[src/rtl/memory_arbiter.sv]
// rtl/memory_arbiter.sv - single-port RAM arbiter between instruction fetch and data load/store
module memory_arbiter #(
    parameter int STARVE_MAX = 4,
    parameter int RETRY_MAX  = 2
) (
    input  logic        CLK,
    input  logic        nRST,
    input  logic        iREN,
    input  logic [31:0] iaddr,
    input  logic        dREN,
    input  logic        dWEN,
    input  logic [31:0] daddr,
    input  logic [31:0] dstore,
    output logic        iwait,
    output logic        dwait,
    output logic [31:0] iload,
    output logic [31:0] dload,
    output logic        ramREN,
    output logic        ramWEN,
    output logic [31:0] ramaddr,
    output logic [31:0] ramstore,
    input  logic [31:0] ramload,
    input  logic [1:0]  ramstate,
    output logic        fault
);

    typedef enum logic [1:0] {IDLE, IGNT, DGNT} state_t;

    localparam logic [1:0] RAM_ACCESS = 2'd2;
    localparam logic [1:0] RAM_ERROR  = 2'd3;
    localparam logic [2:0] STARVE_LIM = 3'(STARVE_MAX);
    localparam logic [1:0] RETRY_LIM  = 2'(RETRY_MAX);

    state_t      state_q, state_d;
    logic [2:0]  starve_q, starve_d;
    logic [1:0]  retry_q, retry_d;
    logic [31:0] addr_q, addr_d;
    logic [31:0] store_q, store_d;
    logic        ren_q, ren_d;
    logic        wen_q, wen_d;
    logic        fault_q, fault_d;

    logic        granted;
    logic        abandon;
    logic        done;
    logic        i_done;
    logic        d_done;
    logic [2:0]  starve_inc;

    assign granted    = (state_q != IDLE);
    assign abandon    = granted && (ramstate == RAM_ERROR) && (retry_q == RETRY_LIM);
    assign done       = granted && ((ramstate == RAM_ACCESS) || abandon);
    assign i_done     = (state_q == IGNT) && done;
    assign d_done     = (state_q == DGNT) && done;
    assign starve_inc = (starve_q == 3'b111) ? starve_q : starve_q + 3'd1;

    // Waits drop combinationally in the owner's completion cycle; the non-owner keeps waiting.
    assign iwait    = iREN && !i_done;
    assign dwait    = (dREN || dWEN) && !d_done;
    assign iload    = (i_done && iREN && !abandon) ? ramload : 32'd0;
    assign dload    = (d_done && dREN && ren_q && !abandon) ? ramload : 32'd0;
    assign ramREN   = (state_q == IGNT) || ((state_q == DGNT) && ren_q);
    assign ramWEN   = (state_q == DGNT) && wen_q;
    assign ramaddr  = granted ? addr_q : 32'd0;
    assign ramstore = granted ? store_q : 32'd0;
    assign fault    = fault_q || abandon;

    // State and request latches; reset aborts any transfer and drops the strobes at once.
    always_ff @(posedge CLK or negedge nRST) begin
        if (!nRST) begin
            state_q  <= IDLE;
            starve_q <= 3'd0;
            retry_q  <= 2'd0;
            addr_q   <= 32'd0;
            store_q  <= 32'd0;
            ren_q    <= 1'b0;
            wen_q    <= 1'b0;
            fault_q  <= 1'b0;
        end else begin
            state_q  <= state_d;
            starve_q <= starve_d;
            retry_q  <= retry_d;
            addr_q   <= addr_d;
            store_q  <= store_d;
            ren_q    <= ren_d;
            wen_q    <= wen_d;
            fault_q  <= fault_d;
        end
    end

    // Retry/fault tracking and grant selection, which runs in IDLE and on every completion.
    always_comb begin
        state_d  = state_q;
        starve_d = starve_q;
        retry_d  = retry_q;
        addr_d   = addr_q;
        store_d  = store_q;
        ren_d    = ren_q;
        wen_d    = wen_q;
        fault_d  = fault_q;

        if (granted && (ramstate == RAM_ERROR) && !abandon) begin
            retry_d = retry_q + 2'd1;
        end
        if (done) begin
            retry_d = 2'd0;
        end
        if (abandon) begin
            fault_d = 1'b1;
        end

        if ((state_q == IDLE) || done) begin
            if ((dREN || dWEN) && (starve_q < STARVE_LIM)) begin
                state_d  = DGNT;
                addr_d   = daddr;
                store_d  = dstore;
                ren_d    = dREN;
                wen_d    = dWEN;
                starve_d = iREN ? starve_inc : 3'd0;
            end else if (iREN) begin
                state_d  = IGNT;
                addr_d   = iaddr;
                store_d  = 32'd0;
                ren_d    = 1'b1;
                wen_d    = 1'b0;
                starve_d = 3'd0;
            end else begin
                state_d  = IDLE;
                starve_d = 3'd0;
            end
        end
    end

endmodule

[config.mk]
export PLATFORM = sky130hd
export DESIGN_NAME = memory_arbiter
export DESIGN_NICKNAME = d
export VERILOG_FILES = /design/src/rtl/memory_arbiter.sv
export SDC_FILE = /design/constraint.sdc
export NUM_CORES = 1
export LEC_CHECK = 0
export ABC_AREA = 1
export CORE_MARGIN = 2
export CORE_UTILIZATION = 35
export CTS_CLUSTER_SIZE = 30
export DETAILED_ROUTE_END_ITERATION = 6
export HOLD_SLACK_MARGIN = 0.12
export PLACE_DENSITY_LB_ADDON = 0.2
export SLEW_MARGIN = 20
export SYNTH_ARGS = -nofsm -noshare
export SYNTH_HDL_FRONTEND = slang
export SYNTH_SLANG_ARGS = --single-unit
[constraint.sdc]
create_clock -name CLK -period 1.3 [get_ports CLK]
set_input_delay 0.13 -clock CLK [delete_from_list [all_inputs] [get_ports CLK]]
set_output_delay 0.13 -clock CLK [all_outputs]
set_load 0.01 [all_outputs]
Word level (Yosys, flattened, before mapping)
Index checks and enable logic that the tools add are counted.
{"block": "classes", "add_sub_neg": 2, "order_cmp": 1, "eq_ne": 7, "muxes": 19, "reduce_logical": 30}
{"op": "32-bit 2-to-1 mux", "n": 8}
{"op": "1-bit logical AND", "n": 16}
{"op": "3-bit 2-to-1 mux", "n": 3}
{"op": "2-bit equality test (second input constant)", "n": 4}
{"op": "2-bit 2-to-1 mux", "n": 3}
{"op": "2-bit nonzero test", "n": 3}
{"op": "1-bit logical OR", "n": 5}
{"op": "1-bit 2-to-1 mux", "n": 5}
{"op": "2-bit AND reduction", "n": 2}
{"op": "3-bit by 1-bit adder with 3-bit output (second input constant)", "n": 1}
{"op": "3-bit equality test (second input constant)", "n": 1}
{"op": "1-bit zero test", "n": 3}
{"op": "3-bit < comparator (second input constant)", "n": 1}
{"op": "3-bit != test (second input constant)", "n": 1}
{"op": "2-bit by 1-bit adder with 2-bit output (second input constant)", "n": 1}
{"op": "2-bit by 1-bit equality test with 1-bit output (second input constant)", "n": 1}
{"op": "2-bit zero test", "n": 1}
{"block": "word_totals", "reg_bits": 74, "in_bits": 135, "out_inout_bits": 133, "wordCells": 67}

Longest topological paths before layout
Gate-level depths: netlist (run 1).
{"block": "logic_depth", "ltp_word": 10, "ltp_mapped": 9, "ltp_nobuf": 7}

Worst setup path after synthesis (run 1)
Ideal clock, no wire load.
{"block": "synth_timing", "kind": "reg2out", "start": "register retry_q[0]", "end": "output iload[10]", "arrival_ns": 1.346, "required_ns": 1.170, "slack_ns": -0.176, "path_stages_with_launch": 8, "n_path_buf": 1, "path_cell_list": "dfrtp_1 > inv_1 > ha_1 > o211ai_4 > nor2_2 > nand2_1 > buf_2 > nor2_1"}
{"block": "synth_between", "elab_chain_cells": 8, "word_cells_on_any_way": 9, "classes_between": "1 x eq/ne; 1 x mux; 7 x reduce/logical"}
{"item": "start, declared", "line": "36", "source": "logic [1:0] retry_q, retry_d;"}
{"item": "start signal, assigned", "line": "82", "source": "retry_q <= retry_d;"}
{"item": "2-bit equality test *", "line": "51", "source": "assign abandon = granted && (ramstate == RAM_ERROR) && (retry_q == RETRY_LIM);"}
{"item": "1-bit logical AND *", "line": "51"}
{"item": "1-bit logical OR", "line": "52", "source": "assign done = granted && ((ramstate == RAM_ACCESS) || abandon);"}
{"item": "1-bit logical AND", "line": "52"}
{"item": "1-bit logical AND", "line": "53", "source": "assign i_done = (state_q == IGNT) && done;"}
{"item": "1-bit logical AND", "line": "60", "source": "assign iload = (i_done && iREN && !abandon) ? ramload : 32'd0;"}
{"item": "1-bit logical AND *", "line": "60"}
{"item": "32-bit 2-to-1 mux *", "line": "60"}
{"item": "end, declared", "line": "16", "source": "output logic [31:0] iload,"}
Every way passes the cells marked *; elsewhere a longest branch is shown, timed or not.

Worst setup path after layout (run 1)
{"block": "layout_timing", "start": "register retry_q[1]", "end": "output iload[22]"}
Same word-level chain as after synthesis.

==> tab_implementation.tex, run 1 <==
\begin{tabular}{lr}
\hline
Metric & Value \\
\hline
\multicolumn{2}{l}{\textbf{Placed design}} \\
GP Congestion & 0.7717 \\
Input/output buffers & 267 \\
Detailed placer's ending HPWL & 11460 um \\
Placed cell count & 1150 \\
Worst setup slack after placement & -0.7435 ns \\
\multicolumn{2}{l}{\textbf{Global route}} \\
GR Overflow Total & 0 \\
Global-route wire length before repair & 26250 um \\
Pin count of the biggest net entering global routing & 45 \\
Vias in the first global route & 5060 \\
Global-route usage over all layers & 23.05\% \\
Number of antenna violations at the first check in global routing & 0 \\
\multicolumn{2}{l}{\textbf{Detailed routing}} \\
Residual antenna-violating net count after detailed routing & 0 \\
Average routed wire per standard cell & 15.50 um \\
First-pass iteration count of the detailed router & 4 \\
Wire length after detailed routing & 18990 um \\
Drt via density & 4.652 \\
Residual DRC count & 0 \\
Via count & 5699 \\
DR iter-0 viols & 304 \\
\multicolumn{2}{l}{\textbf{Power}} \\
Leakage dissipation & 4.799 nW \\
Power per standard cell area & 1866 mW/mm\^{}2 \\
Highest ir drop seen on vdd & 0.9180 mV \\
\multicolumn{2}{l}{\textbf{Timing}} \\
Transition time at the pin with the least slew margin & 0.3622 ns \\
Setup violations, final & 206 \\
Final max-slew violation count & 0 \\
Setup clock skew after layout & 0.009682 ns \\
Setup repair after global routing missed its margin & true \\
Fin Setup TNS & -95.66 ns \\
Number of hold-slack violations in the final timing report & 0 \\
Headroom to the max-slew limit & 75.85\% \\
Worst Slack Setup Final & -0.6553 ns \\
Achievable clock frequency & 511.4 MHz \\
Final worst-path cycle share & 150.4\% \\
Min Tclk post-route & 1.955 ns \\
\multicolumn{2}{l}{\textbf{Die}} \\
Die area & 0.01396 sq mm \\
Placeable Area & 0.01267 sq mm \\
Num rows & 41 \\
Starting density of the core & 35.98\% \\
Die Width & 118.1 um \\
Die height & 118.1 um \\
Num ports & 268 \\
\multicolumn{2}{l}{\textbf{Outcome}} \\
Violations in the final reports & setup timing \\
Result of the run & complete, but fails checks \\
\multicolumn{2}{l}{\textbf{Yosys}} \\
Unique cell type count in the Yosys netlist & 22 \\
Most common flop cell mapped by yosys & sky130\_fd\_sc\_hd\_\_dfrtp\_1 \\
Simple-gate share of the synthesized area & 42.65\% \\
Net count after synthesis & 846 \\
Average cell area after synthesis & 6.440 sq um \\
Proportion of synthesized flip-flops having asynchronous set or reset & 100.0\% \\
Synth Area in Compound Gates & 1.454\% \\
Post-synthesis sequential area ratio & 40.61\% \\
Synthesized netlist cell count & 708 \\
Syn. warnings & 0 \\
Most frequent cell after synthesis & sky130\_fd\_sc\_hd\_\_nand2\_1 \\
Largest cells by area after synthesis & sky130\_fd\_sc\_hd\_\_dfrtp\_1 41\%, sky130\_fd\_sc\_hd\_\_nand2\_1 18\%, sky130\_fd\_sc\_hd\_\_nand3\_1 11\% \\
Library cell occupying the most area in the post-synthesis netlist & sky130\_fd\_sc\_hd\_\_dfrtp\_1 \\
Cell area after synthesis & 0.004559 sq mm \\
Count of flip-flops with a built-in enable after synthesis & 0 \\
Proportion of synthesized area in mux cells & 0\% \\
Largest family of logic cells by synthesized area & simple AND/OR/NAND/NOR gates \\
Top cell type's share of synthesized area & 40.61\% \\
Synth Area in XOR/XNOR & 0\% \\
Register bit total from synthesis & 74 \\
Top cells by instance count after synthesis & 219 x sky130\_fd\_sc\_hd\_\_nand2\_1, 105 x sky130\_fd\_sc\_hd\_\_inv\_1, 104 x sky130\_fd\_sc\_hd\_\_nand3\_1 \\
Post-Synth Adder-Cell Area & 0.8233\% \\
\multicolumn{2}{l}{\textbf{Final layout}} \\
Share of cells above drive strength 1 & 32.38\% \\
Filler Cells Inserted & 1017 \\
Antenna cell count & 0 \\
Non-filler cells in the finished layout & 1225 \\
Relative area change from synthesis to final layout & 99.29\% \\
Final core area utilization & 71.71\% \\
Number of nets in the finished design & 1186 \\
\multicolumn{2}{l}{\textbf{Setup path}} \\
Category of the worst setup path capture point & output pin \\
Path type of the worst setup path & register to output pin \\
Kind of start point of the critical path & register \\
Maximum fanout count along the critical path & 7 \\
WP data arrival & 1.83 ns \\
Required time reported for the critical path endpoint & 1.17 ns \\
\multicolumn{2}{l}{\textbf{Clock tree}} \\
Clock insertion delay at the later pin of the skew report & 0.33 ns \\
Clock-pin slew reported for the worst setup and hold paths after clock tree synthesis & 0.07 ns \\
Root buffer cell & sky130\_fd\_sc\_hd\_\_clkbuf\_16 \\
H-tree lvl count & 3 \\
Num Clock Sinks & 74 \\
TritonCTS clock tree & yes \\
Num CTS Buffers & 9 \\
Buffer depth of the longest clock path & 2 \\
\multicolumn{2}{l}{\textbf{Hold path}} \\
Type of the worst min-delay path & input pin to async pin \\
\multicolumn{2}{l}{\textbf{Job}} \\
\# Max-Cap Violations & 0 \\
\hline
\end{tabular}
==> cell families after synthesis <==
kind of cell / Yosys count
AOI/OAI and AO/OA: 8
adders and majority gates: 3
buffers and inverters: 156
DFF: 74
and+or+nand+nor: 467
==> flip-flops by register name, indices dropped and copies added (netlist names) <==
name	cells
state_q	2
addr_q	32
ren_q	1
store_q	32
retry_q	2
fault_q	1
starve_q	3
wen_q	1
==> metal layers <==
| metal | wire length [um] | global-route usage (%) |
|---|---|---|
| met5 | 0 | 0 |
| met4 | 344 | 5.422 |
| met3 | 1350 | 6.178 |
| met2 | 9556 | 39.96 |
| met1 | 7742 | 28.49 |
==> power by group <==
part | total, mW | leakage, nW | internal [mW] | switching, mW
Clock | 2.50 | 0.147 | 1.49 | 1.00
Sequential | 3.94 | 0.915 | 3.36 | 0.576
Combinational | 10.5 | 3.74 | 5.25 | 5.27
Total | 17.0 | 4.80 | 10.1 | 6.85
==> what timing repair did <==
| item | CTS | global route |
|---|---|---|
| cloned | 4 | 17 |
| pin swaps | 9 | 12 |
| endpoints found under the hold margin | 74 | 0 |
| gates resized for setup | 489 | 165 |
| hold buffers | 1 | 0 |
| setup buffers | 10 | 28 |
| endpoints found under the setup margin | 203 | 206 |
==> worst paths after layout <==
| path | startpoint | to | slack (ns) | depth (start not counted) |
|---|---|---|---|---|
| worst min register to register | store_q[25] | store_q[25] | 0.47 | 2 |
| max in group asynchronous | nRST | addr_q[29] | 0.58 | 3 |
| worst max register to register | retry_q[0] | store_q[19] | -0.44 | 10 |
| worst max-delay path | retry_q[1] | iload[22] | -0.66 | 8 |
| min in group CLK | dstore[29] | store_q[29] | 0.36 | 3 |
| worst min-delay path | nRST | store_q[28] | 0.23 | 2 |
==> final cells by class <==
cell class	count	area [sq um]	area share, %
flip-flops and latches	74	1853	20.39
clock inverters	6	66.31	0.7298
multi-input cells	479	2567	28.26
clock buffers	10	229.0	2.520
repair buffers	375	3746	41.23
well taps	172	215.2	2.368
inverters	109	409.1	4.503
==> per-stage QoR <==
stage | total power, mW | hold WS (ns) | instance area, sq um
2_1_floorplan | 7.944 | -0.1656 | 4752
3_3_place_gp | 11.87 | 0.05790 | 7914
3_5_place_dp | 11.98 | 0.05962 | 7914
4_1_cts | 14.47 | 0.2393 | 8208
5_1_grt | 18.10 | 0.2631 | 9086
6_report | 16.96 | 0.2338 | 9086
==> critical path: stages, from the launching register on <==
cell and delay, ns:
sky130_fd_sc_hd__dfrtp_1 0.41, sky130_fd_sc_hd__ha_4 0.20, sky130_fd_sc_hd__o211ai_4 0.25, sky130_fd_sc_hd__nor2_4 0.05, sky130_fd_sc_hd__nand2_2 0.11, sky130_fd_sc_hd__buf_6 0.14
sky130_fd_sc_hd__buf_12 0.15, sky130_fd_sc_hd__nor2_2 0.05, sky130_fd_sc_hd__buf_2 0.14
==> cells in the final DEF, fill, tap and decap left out, types with 6 or more instances in the layout <==
master | Yosys | layout
sky130_fd_sc_hd__buf_2 | 17 | 77
sky130_fd_sc_hd__buf_12 | 0 | 23
sky130_fd_sc_hd__inv_1 | 105 | 102
sky130_fd_sc_hd__dfrtp_1 | 74 | 73
sky130_fd_sc_hd__clkbuf_16 | 0 | 20
sky130_fd_sc_hd__clkdlybuf4s50_1 | 0 | 133
sky130_fd_sc_hd__nor2_2 | 1 | 13
sky130_fd_sc_hd__nor2_1 | 103 | 55
sky130_fd_sc_hd__buf_6 | 4 | 52
sky130_fd_sc_hd__nor3_2 | 0 | 22
sky130_fd_sc_hd__nor3_1 | 33 | 10
sky130_fd_sc_hd__nor2_4 | 0 | 36
sky130_fd_sc_hd__nand3_1 | 104 | 103
sky130_fd_sc_hd__inv_2 | 4 | 7
sky130_fd_sc_hd__nand2_2 | 4 | 6
sky130_fd_sc_hd__buf_4 | 6 | 47
sky130_fd_sc_hd__dlygate4sd2_1 | 0 | 12
sky130_fd_sc_hd__clkbuf_2 | 0 | 9
sky130_fd_sc_hd__nand2_1 | 219 | 213
(Power assumes the default switching activity.)
==> run 2: changes to the inputs <==
- ABC_CLOCK_PERIOD_IN_PS: not set -> 1300
==> results of run 2 <==
Same layout as run 1: the final DEF is identical, and so are final timing and power.
